File: src/rtl/hwpe_stream_prbs_checker_lfsr.sv
// Galois right-shift LFSR with synchronous load (priority) and single-step enable.
module hwpe_stream_lfsr #(
    parameter int unsigned     WIDTH = 32,
    parameter logic [WIDTH-1:0] MASK = {WIDTH{1'b1}},
    parameter logic [WIDTH-1:0] SEED = {{(WIDTH-1){1'b0}}, 1'b1}
) (
    input  logic             i_clk,
    input  logic             i_rst_n,
    input  logic             i_load,
    input  logic [WIDTH-1:0] i_load_val,
    input  logic             i_step,
    output logic [WIDTH-1:0] o_state
);

    logic [WIDTH-1:0] r_state;
    logic [WIDTH-1:0] w_next;

    // Next-state selection: load wins over a step.
    always_comb begin
        w_next = r_state;
        if (i_load) begin
            w_next = i_load_val;
        end else if (i_step) begin
            w_next = (r_state >> 1) ^ (r_state[0] ? MASK : {WIDTH{1'b0}});
        end else begin
            w_next = r_state;
        end
    end

    // State register.
    always_ff @(posedge i_clk or negedge i_rst_n) begin
        if (!i_rst_n) begin
            r_state <= SEED;
        end else begin
            r_state <= w_next;
        end
    end

    assign o_state = r_state;

endmodule

File: config.mk
export PLATFORM = sky130hd
export DESIGN_NAME = hwpe_stream_lfsr
export DESIGN_NICKNAME = d
export VERILOG_FILES = /design/src/rtl/hwpe_stream_prbs_checker_lfsr.sv
export SDC_FILE = /design/constraint.sdc
export NUM_CORES = 1
export LEC_CHECK = 0
export CAP_MARGIN = 40
export CORE_MARGIN = 4
export CORE_UTILIZATION = 25
export DETAILED_ROUTE_END_ITERATION = 8
export SLEW_MARGIN = 10
export SYNTH_ARGS = -nofsm -noshare
export SYNTH_HDL_FRONTEND = slang
export SYNTH_SLANG_ARGS = --single-unit
File: constraint.sdc
create_clock -name i_clk -period 1.9 [get_ports i_clk]
set_input_delay 0.57 -clock i_clk [delete_from_list [all_inputs] [get_ports i_clk]]
set_output_delay 0.57 -clock i_clk [all_outputs]
set_load 0.01 [all_outputs]
---- Yosys cells after proc, flatten, opt, wreduce, memory -nomap -nowiden ----
Cells that the tools add are included.
storage, ports and cells
  bits in registers ....................... 32
  input bits .............................. 36
  output and inout port bits .............. 32
  word-level logic and storage cells ...... 6
cells by class
  muxes and demuxes ....................... 3
  bitwise logic cells ..................... 1
  reductions and logical operators ........ 1
operator list
  cell                                             number
  32-bit two-way mux                               3
  31-bit by 32-bit bitwise XOR with 32-bit output  1
  2-bit nonzero test                               1

---- Depth between registers and ports, before layout ----
  depth in word-level cells ............... 4
  depth in mapped cells ................... 5

---- Least setup slack after synthesis ----
OpenSTA, ideal clock, no wires.
  kind .................................... input port to flip-flop
  from .................................... input port i_load
  to ...................................... register r_state[28] (netlist: o_state[28])
  library setup time ...................... 80 ps
  data arrival time ....................... 1243 ps
  required time ........................... 1820 ps
  setup slack ............................. 577 ps
  stages on the path ...................... 4
  path buffers ............................ 2
  path through ............................ buf_6 > buf_6 > or3b_1 > o211ai_2
between the ends
  longest elaborated chain between the ends .. 1
  elaborated cells on any way between the ends .. 2
  those cells by class .................... mux (1); reduce/logical (1)
ends and longest elaborated chain
  what                                                      RTL line  source
  start: declaration                                        9         input logic i_load,
  32-bit two-way mux or 2-bit nonzero test (tied branches)  --
  end signal: assignment                                    35        r_state <= w_next;
  end: declaration                                          15        logic [WIDTH-1:0] r_state;
Several ways; a longest one is shown, not always the timed one.
A chain may end at the register's enable or synchronous reset.

---- Final worst setup path ----
  from .................................... register r_state[6] (netlist: o_state[6])
  to ...................................... output port o_state[6]
RTL lines
  what              RTL line  source
  end: declaration  12        output logic [WIDTH-1:0] o_state
No word-level cell between the ends.

==> results_dict.tcl <==
set metrics [dict create \
    run_status "completed" \
    met2RoutedLength_mm 2.16 \
    timing.final.crit_share 0.952 \
    netlist-cell-type-count 17 \
    dp.cells 332 \
    worst_pin_slew_ns 0.514 \
    cts_made_buffers 5 \
    hpwl_mm 3.21 \
    routed_via_density 4.42 \
    routed-wl-met3_um 289 \
    cts.path.max_buffers 2 \
    worst-endpoint-arrival_ns 1.24 \
    most_numerous_cell_types_in_the_synthesized_netlist "32 x sky130_fd_sc_hd__nand2_1, 31 x sky130_fd_sc_hd__dfrtp_1, 30 x sky130_fd_sc_hd__or3b_1, 30 x sky130_fd_sc_hd__xnor2_1, 26 x sky130_fd_sc_hd__o211ai_1" \
    crit_start "o_state[6]" \
    ff2ff_path_depth 3 \
    port-buffer-count 67 \
    power_density_mw_per_mm2 830 \
    post_synth_instance_area_mm2 0.00185 \
    required_ns 1.33 \
    num-fill-cells 738 \
    dieHeight_um 94.1 \
    grt.overflow.total 0 \
    cellLeakagePower_nw 1.04 \
    clock_tree.htree_level_count 2 \
    grt_antenna_before_repair 0 \
    synth_warn 0 \
    rsz0062_at_grt "false" \
    critPathMaxStageDelay_ns 0.56 \
    tritoncts_num_sinks 32 \
    worstPathCellList "clkdlybuf4s50_1" \
    syn_area_per_cell_um2 10.5 \
    initial_utilization 0.257 \
    mappedNetlistNets 213 \
    fmaxAchievable_mhz 553 \
    highest_layer "met4" \
    placement_rows 31 \
    hold_viol_final 0 \
    setup_tns_final_ns 0 \
    rr_endpoint "o_state[0]" \
    cp.buffers_inverters 1 \
    setup_viol 0 \
    worst-setup-path-type "reg -> out" \
    area_growth_pct 48.9 \
    placed_inst_area_mm2 0.00263 \
    cts-root-buf "sky130_fd_sc_hd__clkbuf_8" \
    design_power_total_mw 2.29 \
    clock_skew_ns 0.00877 \
    synth.top_cell.area_share 0.419 \
    critPathMaxFanout 3 \
    final_design_area_no_fill_mm2 0.00276 \
    cts.clk_slew.worst_paths_ns 0.08 \
    synth_async_sr_flop_share 1.00 \
    gpl.final_weighted_congestion 0.716 \
    max-cap-violations 0 \
    pin_count_of_the_biggest_net_entering_global_routing 35 \
    number_of_top_level_pins 68 \
    largest_reg_flops 32 \
    tritoncts "yes" \
    synthFlopType "sky130_fd_sc_hd__dfrtp_1" \
    wirelength_met1_mm 2.23 \
    critical_path.startpoint_type "register" \
    synth_enable_flop_cells 0 \
    slew_headroom 0.657 \
    synth.top_cells.by_area "sky130_fd_sc_hd__dfrtp_1 42%, sky130_fd_sc_hd__or3b_1 14%, sky130_fd_sc_hd__xnor2_1 14%" \
    post_synth_inst_count 177 \
    ant_nets 0 \
    floorplan.die.width_um 94.1 \
    post_cts.repair.setup_buffers 0 \
    routed_wl_mm 4.71 \
    critical_path.top_delay_family "buffers and inverters" \
    cp_slowest_cell "sky130_fd_sc_hd__clkdlybuf4s50_1" \
    grt_pass1_vias 1609 \
    drt_first_iter_violations 55 \
    drc 0 \
    die_footprint_mm2 0.00885 \
    cts_hold_repair.buffers 0 \
    grt_first_pass_wirelength_mm 7.86 \
    timing.final.max_slew_violations 0 \
    final_nets 276 \
    post_route_cells_drive_above_1_share 0.0871 \
    antenna_cells_inserted 0 \
    endpoint_kind "primary output" \
    ys_seq_area_frac 0.433 \
    regToRegStartpoint "o_state[0]" \
    via_count 1503 \
    worstHoldPathType "in -> async" \
    synth_area_leader_cell "sky130_fd_sc_hd__dfrtp_1" \
    synth-seq-cells 32 \
    worstSkewPairLatency_ns 0.28 \
    worst_vdd_rail_ir_drop_uv 360 \
    routed_wire_length_per_instance_um 13.8 \
    grt_usage 0.112 \
    synth.most_common_cell "sky130_fd_sc_hd__nand2_1" \
    first_pass_iters 3 \
    core_area_mm2 0.00721 \
    stdcell_count 340 \
    timing.final.crit_period_ns 1.81 \
    reg2reg_setup_slack_ns 0.46 \
]
cells by family (layout without fill, tap and decap cells):
group                  count (synthesis)  after routing  synth area share
AO/OA/AOI/OAI                         32             32             0.141
multiplexers                           1              1           0.00541
AND/OR/NAND/NOR                       65             65             0.219
buffers and inverters                 17             81            0.0601
XOR/XNOR                              30             30             0.142
flip-flops                            32             32             0.433
report_power, final:
| part | leakage (nW) | internal (mW) | switching [mW] |
|---|---|---|---|
| registers | 0.386 | 0.775 | 0.0880 |
| logic | 0.587 | 0.421 | 0.275 |
| clock network | 0.0645 | 0.463 | 0.266 |
| total | 1.04 | 1.66 | 0.629 |
cell type report:
cell class / count / area [µm²] / share of cell area
Clock buffer: 7 / 96.3 / 0.0349
Tap cell: 99 / 124 / 0.0449
Sequential cell: 32 / 802 / 0.291
Clock inverter: 1 / 30.0 / 0.0109
Multi-Input combinational cell: 128 / 938 / 0.340
Timing Repair Buffer: 73 / 767 / 0.278
cell usage in the layout, fill, tap and decap left out, drive strengths merged:
cell type | netlist | layout
nor4bb | 1 | 1
o211ai | 30 | 30
o21ai | 1 | 1
buf | 13 | 8
a221o | 1 | 1
nand2b | 1 | 1
nor2b | 1 | 1
clkdlybuf4s50 | 0 | 64
dfrtp | 31 | 31
bufinv | 0 | 1
nand2 | 32 | 32
dfstp | 1 | 1
clkbuf | 4 | 7
xnor2 | 30 | 30
or3b | 30 | 30
mux2i | 1 | 1
dlygate4sd2 | 0 | 1
per-stage QoR:
step	worst slack (ns)	hold WS, ns	utilization
after CTS	0.0665	0.227	0.382
after floorplan	0.577	0.274	-
after detailed placement	0.111	0.539	0.365
after global placement	0.146	0.523	0.365
after global routing	0.0157	0.247	0.382
final	0.0904	0.212	0.382
what timing repair did:
item,CTS,global route
hold endpoints to repair,0,0
resized for setup,1,0
endpoints found under the setup margin,1,0
metal layers:
layer,vias up,track usage
met3,2,0.0321
met5,-,0
li1,743,-
met1,716,0.152
met2,42,0.175
met4,0,0.0253
worst max-delay path by stage:
stage	endpoint	slack, ns	cells after the start
after floorplan	o_state[28]	0.58	4
after global placement	o_state[21]	0.15	4
after detailed placement	o_state[19]	0.11	4
after CTS	o_state[29]	0.07	1
after global routing	o_state[27]	0.02	1
final	o_state[6]	0.09	1
No activity file was read; power rests on OpenSTA's default activity.
==> RTL edit 1 (config.mk and constraints unchanged) <==
Put one more register stage on the output `o_state`. The value now appears one clock later.
--- a/src/rtl/hwpe_stream_prbs_checker_lfsr.sv
+++ b/src/rtl/hwpe_stream_prbs_checker_lfsr.sv
@@ -38,3 +38,5 @@
 
-    assign o_state = r_state;
+    always_ff @(posedge i_clk) begin
+        o_state <= r_state;
+    end
 
Function: changed (Yosys sat finds a counterexample within 4 cycles, from zero or initial values and one cycle with i_rst_n low).
==> RTL edit 1 against the unedited design <==
Routed wire length increased by 9.7%; synthesized area increased by 35%; design area increased by 27%; total power increased by 59%; synthesized cell count increased by 18%; clock power increased by 78%; worst setup slack improved by 0.053 ns; sequential cell count increased by 32.
==> RTL edit 1: results (changes against the unedited design) <==
| Metric | Value |
|---|---|
| Commonest cells in the netlist | `dfxtp_1, nand2_1, dfrtp_1` |
| Initial DRC count | `43 (-22%)` |
| Placed insts | `398 (+20%)` |
| Vias in the first global route | `1755 (+9.1%)` |
| Final core utilization | `36.1% (-2.1 points)` |
| Non-Filler Instances | `414 (+22%)` |
| Post-CTS sizing | `0 (-1)` |
| Leak | `1.34 nW (+29%)` |
| First-pass GRT wire length | `8.85 mm (+13%)` |
| Peak supply drop | `0.353 mV (-2.0%)` |
| FFs w/ async S/R, synth | `50.0% (-50 points)` |
| Placed Instance Area | `3290 um^2 (+25%)` |
| FF+latch count, synth | `64 (+100%)` |
| Pin count of the biggest net entering global routing | `67 (+91%)` |
| Crit Path Max Fanout | `1 (-2)` |
| Post-synthesis sequential area ratio | `57.9% (+15 points)` |
| Worst Path Arrival | `1.19 ns (-0.05 ns)` |
| Status | `complete, no violations` |
| Netlist cell types | `18 (+1)` |
| Skew-Pair Late Insertion Delay | `0.33 ns (+0.05 ns)` |
| Max_slew headroom | `67.7% (+2.0 points)` |
| GPL Wtd Cong | `0.678 (-5.3%)` |
| Fillers | `1000 (+36%)` |
| Post-synthesis instance total | `209 (+18%)` |
| CTS Buf Count | `9 (+4)` |
| Via count | `1715 (+14%)` |
| Fin Clk Skew | `0.00902 ns (+0.000249 ns)` |
## RTL edit 1: changes by cell type after synthesis, sizes merged
| cell | change |
|---|---|
| dfxtp | +32 |
## RTL edit 1: cell families (layout without fill, tap and decap cells)
family,count (synthesis),in the layout,synth area share [%]
AO/OA/AOI/OAI,32,32,10.4
XOR/XNOR,30,30,10.5
buffers and inverters,17,89,4.47
flip-flops,64,64,57.9
multiplexers,1,1,0.402
AND/OR/NAND/NOR,65,65,16.3
## RTL edit 1: layout make-up
type                    instances  area share, %
multi-input cells             128           26.7
flip-flops and latches         64           41.1
well taps                     133           4.74
clock buffers                  11           4.03
clock inverters                 5           2.28
repair buffers                 73           21.2
## RTL edit 1: power by group through the flow
stage | sequential (mW) | combinational (mW) | clock (mW)
after global routing | 1.68 | 0.761 | 1.41
after floorplan | 1.70 | 0.341 | 0
after detailed placement | 1.68 | 0.711 | 0
after CTS | 1.65 | 0.713 | 1.34
after global placement | 1.68 | 0.701 | 0
final | 1.65 | 0.698 | 1.30
## RTL edit 1: path summary, 6_finish.rpt
check / startpoint / cells past startpoint / slack (ns) / to
max: o_state[30] / 1 / 0.14 / o_state[30]
max reg2reg: r_state[0] / 3 / 0.69 / r_state[0]
max in group asynchronous: i_rst_n / 2 / 1.13 / r_state[15]
min: i_rst_n / 1 / 0.19 / r_state[25]
min reg2reg: r_state[23] / 0 / 0.41 / o_state[23]
min in group i_clk: r_state[23] / 0 / 0.41 / o_state[23]
## RTL edit 1: per-layer routing
metal  track usage [%]  part of all wire [%]  up-vias
met3              3.12                   5.6       11
met1              13.1                    47      801
li1                  -                     -      858
met5                 0                     0        -
met4              4.33                   2.0        0
met2              14.2                    45       45
==> RTL edit 2 (same flow settings) <==
Made on the original files. The parameter `WIDTH` goes from 32 to 64.
--- a/src/rtl/hwpe_stream_prbs_checker_lfsr.sv
+++ b/src/rtl/hwpe_stream_prbs_checker_lfsr.sv
@@ -2,3 +2,3 @@
 module hwpe_stream_lfsr #(
-    parameter int unsigned     WIDTH = 32,
+    parameter int unsigned     WIDTH = 64,
     parameter logic [WIDTH-1:0] MASK = {WIDTH{1'b1}},
Interface: changed (resized i_load_val and o_state); port bits go from 68 to 132. The function was not compared with the original's and may differ.
==> RTL edit 2 against the unedited design <==
Sequential cell count increased by 32; design area increased by 110%; worst setup slack got worse by 0.049 ns; routed wire length increased by 130%; via count increased by 110%; cell count increased by 100%; count of clock-buffer cells in the layout increased by 6; highest routed layer unchanged; total power increased by 110%; die area increased by 99%; utilization decreased by 0.59 points; synthesized area increased by 110%.
==> RTL edit 2: results (changes against the unedited design) <==
| Metric | Value |
|---|---|
| Max reg flops | `64 (+100%)` |
| GPL Wtd Cong | `0.749 (+4.5%)` |
| Skew-Pair Late Insertion Delay | `0.33 ns (+0.05 ns)` |
| Pin count of the biggest net entering global routing | `66 (+89%)` |
| Clk slew on worst S/H paths | `0.05 ns (-0.03 ns)` |
| Dominant cells by area after synthesis | `dfrtp_1, xnor2_1, or3b_1` |
| GRT Resource Usage Total | `12.8% (+1.7 points)` |
| CP startpoint | `o_state[62]` |
| Via count | `3102 (+110%)` |
| Routed wire length | `10.9 mm (+130%)` |
| Fillers | `1525 (+110%)` |
| Worst Path Arrival | `1.29 ns (+0.05 ns)` |
| Drt first pass iters | `4 (+1)` |
| Post-synthesis sequential area ratio | `41.2% (-2.2 points)` |
| Combinational share of power | `31.1% (+0.7 points)` |
| Crit path largest cell delay | `0.58 ns (+0.02 ns)` |
| Placed Instance Area | `5390 um^2 (+100%)` |
| Met1 Wirelength | `5.21 mm (+130%)` |
| Post-synthesis instance total | `355 (+100%)` |
| Status | `complete, no violations` |
| Clock network power share | `32.9% (+1.0 points)` |
| Met3 Usage GRT | `4.83% (+1.6 points)` |
| WL met3 | `637 um (+120%)` |
| Fraction of layout cells with a size suffix above 1 | `16.0% (+7.3 points)` |
| XOR/XNOR Fraction of Synth Area | `13.9% (-0.25 points)` |
| Via density | `4.49 (+1.6%)` |
| H-tree depth | `3 (+1)` |
| Pre-CTS WS | `0.191 ns (+0.0798 ns)` |
| First-pass GRT wire length | `18.4 mm (+130%)` |
| Vias in the first global route | `3468 (+120%)` |
| Final core utilization | `37.6% (-0.59 points)` |
| Root Driver | `clkbuf_16` |
| Commonest cells in the netlist | `nand2_1, dfrtp_1, xnor2_1` |
| Leak | `2.43 nW (+130%)` |
| Fin Clk Skew | `0.00326 ns (-0.00551 ns)` |
## RTL edit 2: cell type report
type                            instances  area share [%]
Multi-Input combinational cell        256            35.8
Tap cell                              211            4.60
Sequential cell                        64            28.0
Clock buffer                           13            4.71
Clock inverter                          3           0.261
Timing Repair Buffer                  144            26.7
## RTL edit 2: worst min-delay path by stage
stage | from | to | slack, ns
after floorplan | i_rst_n | o_state[10] | 0.27
after global placement | i_rst_n | o_state[48] | 0.55
after detailed placement | i_rst_n | o_state[48] | 0.56
after CTS | i_rst_n | o_state[48] | 0.18
after global routing | i_rst_n | o_state[48] | 0.20
final | i_rst_n | o_state[48] | 0.18
## RTL edit 2: worst register-to-register path: stages, from the launching register on
cell and delay, ns:
dfstp_4 0.62, buf_12 0.39, nor4bb_1 0.15, a221o_1 0.29
## RTL edit 2: repair_timing
| action | in CTS | in global routing |
|---|---|---|
| setup endpoints to repair | 3 | 22 |
| buffers inserted | 1 | 2 |
| resized for setup | 2 | 20 |
